--- src/rtl/casex_pkg.sv ---
// Shared constants, FSM state type and casex priority function
// for the request-side priority encoder.
package casex_pkg;

  localparam int N_REQ  = 8;
  localparam int CODE_W = 3;

  typedef enum logic {
    IDLE,
    HOLD
  } state_t;

  // Returns {any, code}; highest set index wins.
  function automatic logic [CODE_W:0] prio_enc(
    input logic [N_REQ-1:0] vec
  );
    logic [CODE_W:0] r;
    r = '0;
    casex (vec)
      8'b1???????: r = {1'b1, 3'd7};
      8'b01??????: r = {1'b1, 3'd6};
      8'b001?????: r = {1'b1, 3'd5};
      8'b0001????: r = {1'b1, 3'd4};
      8'b00001???: r = {1'b1, 3'd3};
      8'b000001??: r = {1'b1, 3'd2};
      8'b0000001?: r = {1'b1, 3'd1};
      8'b00000001: r = {1'b1, 3'd0};
      default:     r = '0;
    endcase
    return r;
  endfunction

endpackage

--- src/rtl/casex_prio_enc8.sv ---
// Combinational 8-to-3 priority encoder built on the
// shared casex table.
module casex_prio_enc8
  import casex_pkg::*;
(
  input  logic [N_REQ-1:0]  vec,
  output logic [CODE_W-1:0] code,
  output logic              any
);

  logic [CODE_W:0] r;

  always_comb begin
    r    = prio_enc(vec);
    code = r[CODE_W-1:0];
    any  = r[CODE_W];
  end

endmodule

--- src/rtl/casex_prio_encoder.sv ---
// Sticky request collector with priority grant presented
// on a valid/ready handshake.
module casex_prio_encoder
  import casex_pkg::*;
(
  input  logic              clk,
  input  logic              rstn,
  input  logic [N_REQ-1:0]  req,
  output logic [CODE_W-1:0] code,
  output logic              code_valid,
  input  logic              code_ready,
  output logic [N_REQ-1:0]  pending,
  output logic              collision
);

  state_t            state_q;
  state_t            state_d;
  logic [CODE_W-1:0] code_q;
  logic [CODE_W-1:0] code_d;
  logic [N_REQ-1:0]  pend_q;
  logic [N_REQ-1:0]  served;
  logic [N_REQ-1:0]  sel;
  logic [CODE_W-1:0] enc;
  logic              any;
  logic              accept;
  logic              coll_q;

  assign code_valid = (state_q == HOLD);
  assign accept     = code_valid & code_ready;
  assign served     = accept ? (N_REQ'(1) << code_q) : '0;
  assign sel        = pend_q & ~served;

  casex_prio_enc8 u_enc (
    .vec  (sel),
    .code (enc),
    .any  (any)
  );

  // Code is frozen in HOLD until the downstream accepts it.
  always_comb begin
    state_d = state_q;
    code_d  = code_q;
    unique case (state_q)
      IDLE: begin
        if (any) begin
          code_d  = enc;
          state_d = HOLD;
        end
      end
      HOLD: begin
        if (accept) begin
          if (any) code_d = enc;
          else     state_d = IDLE;
        end
      end
      default: state_d = IDLE;
    endcase
  end

  always_ff @(posedge clk or negedge rstn) begin
    if (!rstn) begin
      state_q <= IDLE;
      code_q  <= '0;
      pend_q  <= '0;
      coll_q  <= 1'b0;
    end else begin
      state_q <= state_d;
      code_q  <= code_d;
      pend_q  <= (pend_q & ~served) | req;
      coll_q  <= |(req & pend_q & ~served);
    end
  end

  assign code      = code_q;
  assign pending   = pend_q;
  assign collision = coll_q;

endmodule

--- config.mk ---
export PLATFORM = sky130hd
export DESIGN_NAME = casex_prio_encoder
export DESIGN_NICKNAME = d
export VERILOG_FILES = /design/src/rtl/casex_pkg.sv /design/src/rtl/casex_prio_enc8.sv /design/src/rtl/casex_prio_encoder.sv
export SDC_FILE = /design/constraint.sdc
export NUM_CORES = 1
export LEC_CHECK = 0
export BUFFER_PORTS_ARGS = -buffer_cell sky130_fd_sc_hd__buf_2
export CAP_MARGIN = 20
export CORE_AREA = 10 10 64 66
export DETAILED_ROUTE_END_ITERATION = 8
export DIE_AREA = 0 0 74 76
export HOLD_SLACK_MARGIN = 0.02
export PLACE_DENSITY_LB_ADDON = 0.1
export SLEW_MARGIN = 30
export SYNTH_ARGS = -nofsm -noshare
export SYNTH_HDL_FRONTEND = slang
export SYNTH_SLANG_ARGS = --single-unit
--- constraint.sdc ---
create_clock -name clk -period 6.14 [get_ports clk]
set_input_delay 1.535 -clock clk [delete_from_list [all_inputs] [get_ports clk]]
set_output_delay 1.535 -clock clk [all_outputs]
set_load 0.05 [all_outputs]
==> out/metrics.yaml <==
syn_nets: 72
numCtsBuffers: 3
placed_area_um2: 820.8
drc: 0
pwr-share-comb_pct: 29.0
cts_hold_buf: 0
diodes: 0
path_class: "input port to flop"
routedWlPerCell_um: 15.25
timing.final.crit_share_pct: 48.09
post_cts_buffers: 0
swShare_pct: 37.44
syn2layout_area_growth_pct: 27.50
holdWs_ps: 556.8
cts_sinks: 13
grt_max_degree: 14
cts-resized-gates: 0
clockRootBuffer: "clkbuf_4"
rsz0062_at_grt: "no"
overflow: 0
ant_nets: 0
synth_top_area_share_pct: 48.96
cp-end-kind: "flop"
ys_types: 25
setup_slack_ps: 3187
met2_usage_pct: 9.130
htree_num_levels: 1
crit_fanout: 5
fill_cells: 326
hp-class: "flop to flop"
start_util_pct: 22.69
seq_power_share_pct: 44.7
grt_pass1_wl_um: 3015
setup_viol: 0
clock_latency_ps: 280
synth_top_area_cell: "dfrtp_1"
core-area_um2: 2928
status: "complete, no violations"
synth.area.top_cells: "dfrtp_1 49%, nand2b_1 8.5%, a22oi_1 4.5%, o21a_1 3.4%, nand3b_4 3.0%"
numPortBuffers: 23
antenna_found_initial: 0
final_area_um2: 847.1
seq_area_frac_synth_pct: 48.96
syn_inst: 61
pre_cts_ws_ps: 2876
yosysWarnings: 0
syn-cell-area_um2: 664.4
place.gp.congestion: 0.7985
final_hold_viol_count: 0
critPathRequiredTime_ps: 6320
chipHeight_um: 76
met3_usage_pct: 3.776
slew_headroom_pct: 71.72
power_density_nw_per_um2: 256.6
fin_crit_ps: 2953
cts_buffer_depth: 2
max_cap_violations: 0
fin_setup_tns_ps: 0
crit_path_start_kind: "input port"
rows: 20
vias_per_cell: 4.636
nNetsFinal: 100
dp_hpwl_um: 1535
tightest_slew_ps: 421.3
wl_um: 1845
cts_tree: "yes"
max_freq_ghz: 0.3386
cp_data_arrival_time_ps: 3130
drt-initial-drc-count: 18
syn_area_per_cell_um2: 10.89
die_w_um: 74
top_usage_layer: "met2"
power.leakage_uw: 0.0003223
dieArea_um2: 5624
grt.total_usage_pct: 6.764
intPower_uw: 136.0
clkTransAtPathRegs_ps: 100
clkPwrFrac_pct: 26.3
drtPass1Iterations: 4
vias: 561
irDropWorstVdd_uv: 84.18
grt_pass1_vias: 605
drive_above_1_share_pct: 39.77
skew_ps: 6.945
power.switching_uw: 81.37
ios: 24
slew_violations: 0
grt_use_met1_pct: 8.509
ys_seq_elements: 13
[layer usage]
layer / share of wire [%] / wire [µm]
met4: 0.65 / 12
met5: 0 / 0
met1: 46 / 853
met3: 12 / 213
met2: 41 / 765
[per-stage QoR]
stage               total power [µW]  util (%)  cells
finish                         217.3     28.93    121
global route                   229.8     28.93    121
CTS                            219.1     28.93    121
detailed placement             163.2     28.03    117
global placement               164.1     28.03    117
floorplan                      143.0         -     61
[Yosys cell counts, drive strengths merged]
cell / number
o21ai: 7
a22o: 1
o31ai: 1
o21a: 4
a22oi: 4
a21oi: 1
or2: 1
nand3b: 1
o22a: 1
nand4: 2
inv: 4
dfrtp: 13
o31a: 1
nand3: 2
or2b: 1
nor2: 1
mux2: 1
o211ai: 2
or4b: 1
nand2: 3
nand2b: 9
[final timing paths]
kind	startpoint	cells after the start	end	slack [ps]
worst max-delay path	code_ready	6	code[1]$_DFFE_PN0P_	3190
worst min register to register	pending[0]$_DFF_PN0_	2	pending[0]$_DFF_PN0_	560
min in group asynchronous	rstn	1	code_valid$_DFF_PN0_	1120
worst min-delay path	pending[0]$_DFF_PN0_	2	pending[0]$_DFF_PN0_	560
max in group asynchronous	rstn	1	collision$_DFF_PN0_	4780
worst max register to register	code[2]$_DFFE_PN0P_	5	code[1]$_DFFE_PN0P_	4030
[cells in the final DEF, fill, tap and decap left out]
cell type | netlist | layout
buf_2 | 0 | 23
dfrtp_1 | 13 | 13
nand2b_1 | 9 | 9
o21ai_1 | 4 | 4
inv_1 | 4 | 4
a22oi_1 | 4 | 4
nand2_1 | 3 | 3
o21ai_0 | 3 | 3
o21a_1 | 3 | 3
clkbuf_4 | 0 | 3
o211ai_1 | 2 | 2
nand3b_4 | 1 | 1
nand3_2 | 1 | 1
o31a_1 | 1 | 1
or2_2 | 1 | 1
o31ai_2 | 1 | 1
o21a_2 | 1 | 1
nand4_1 | 1 | 1
or2b_2 | 1 | 1
nand4_2 | 1 | 1
or4b_4 | 1 | 1
nor2_1 | 1 | 1
a21oi_1 | 1 | 1
o22a_1 | 1 | 1
a22o_1 | 1 | 1
nand3_1 | 1 | 1
mux2_4 | 1 | 1
clkbuf_1 | 0 | 1
[flip-flops by register name, indices dropped and copies added, names as in the netlist]
register,cells
code,3
pending,8
code_valid,1
collision,1
[power groups by stage]
| stage | Clock [µW] | Sequential (µW) | Combinational [µW] |
|---|---|---|---|
| finish | 57.2 | 97.1 | 63.0 |
| global placement | 0 | 99.0 | 65.0 |
| detailed placement | 0 | 98.9 | 64.3 |
| global route | 63.7 | 98.1 | 68.1 |
| CTS | 57.5 | 97.2 | 64.5 |
| floorplan | 0 | 118 | 24.9 |
[cell families after synthesis]
group / Yosys count / share of synthesized area (%)
compound gates: 22 / 23.35
simple gates: 21 / 23.16
flops: 13 / 48.96
buf+inv: 4 / 2.259
mux: 1 / 2.259
[critical path, stage by stage]
cell and delay, ps:
buf_2 130, nand3_2 150, o21a_2 270, or4b_4 550, o21a_1 210, mux2_4 290
[final cells by class]
class	instances	area, µm²	share of cell area (%)
sequential	13	325.3	38.40
multi-input combinational	44	324.1	38.26
clock buffer	4	26.28	3.102
timing repair buffer	23	115.1	13.59
tap	33	41.29	4.874
inverter	4	15.01	1.773
Note: power is estimated with default switching activity, not from simulation.
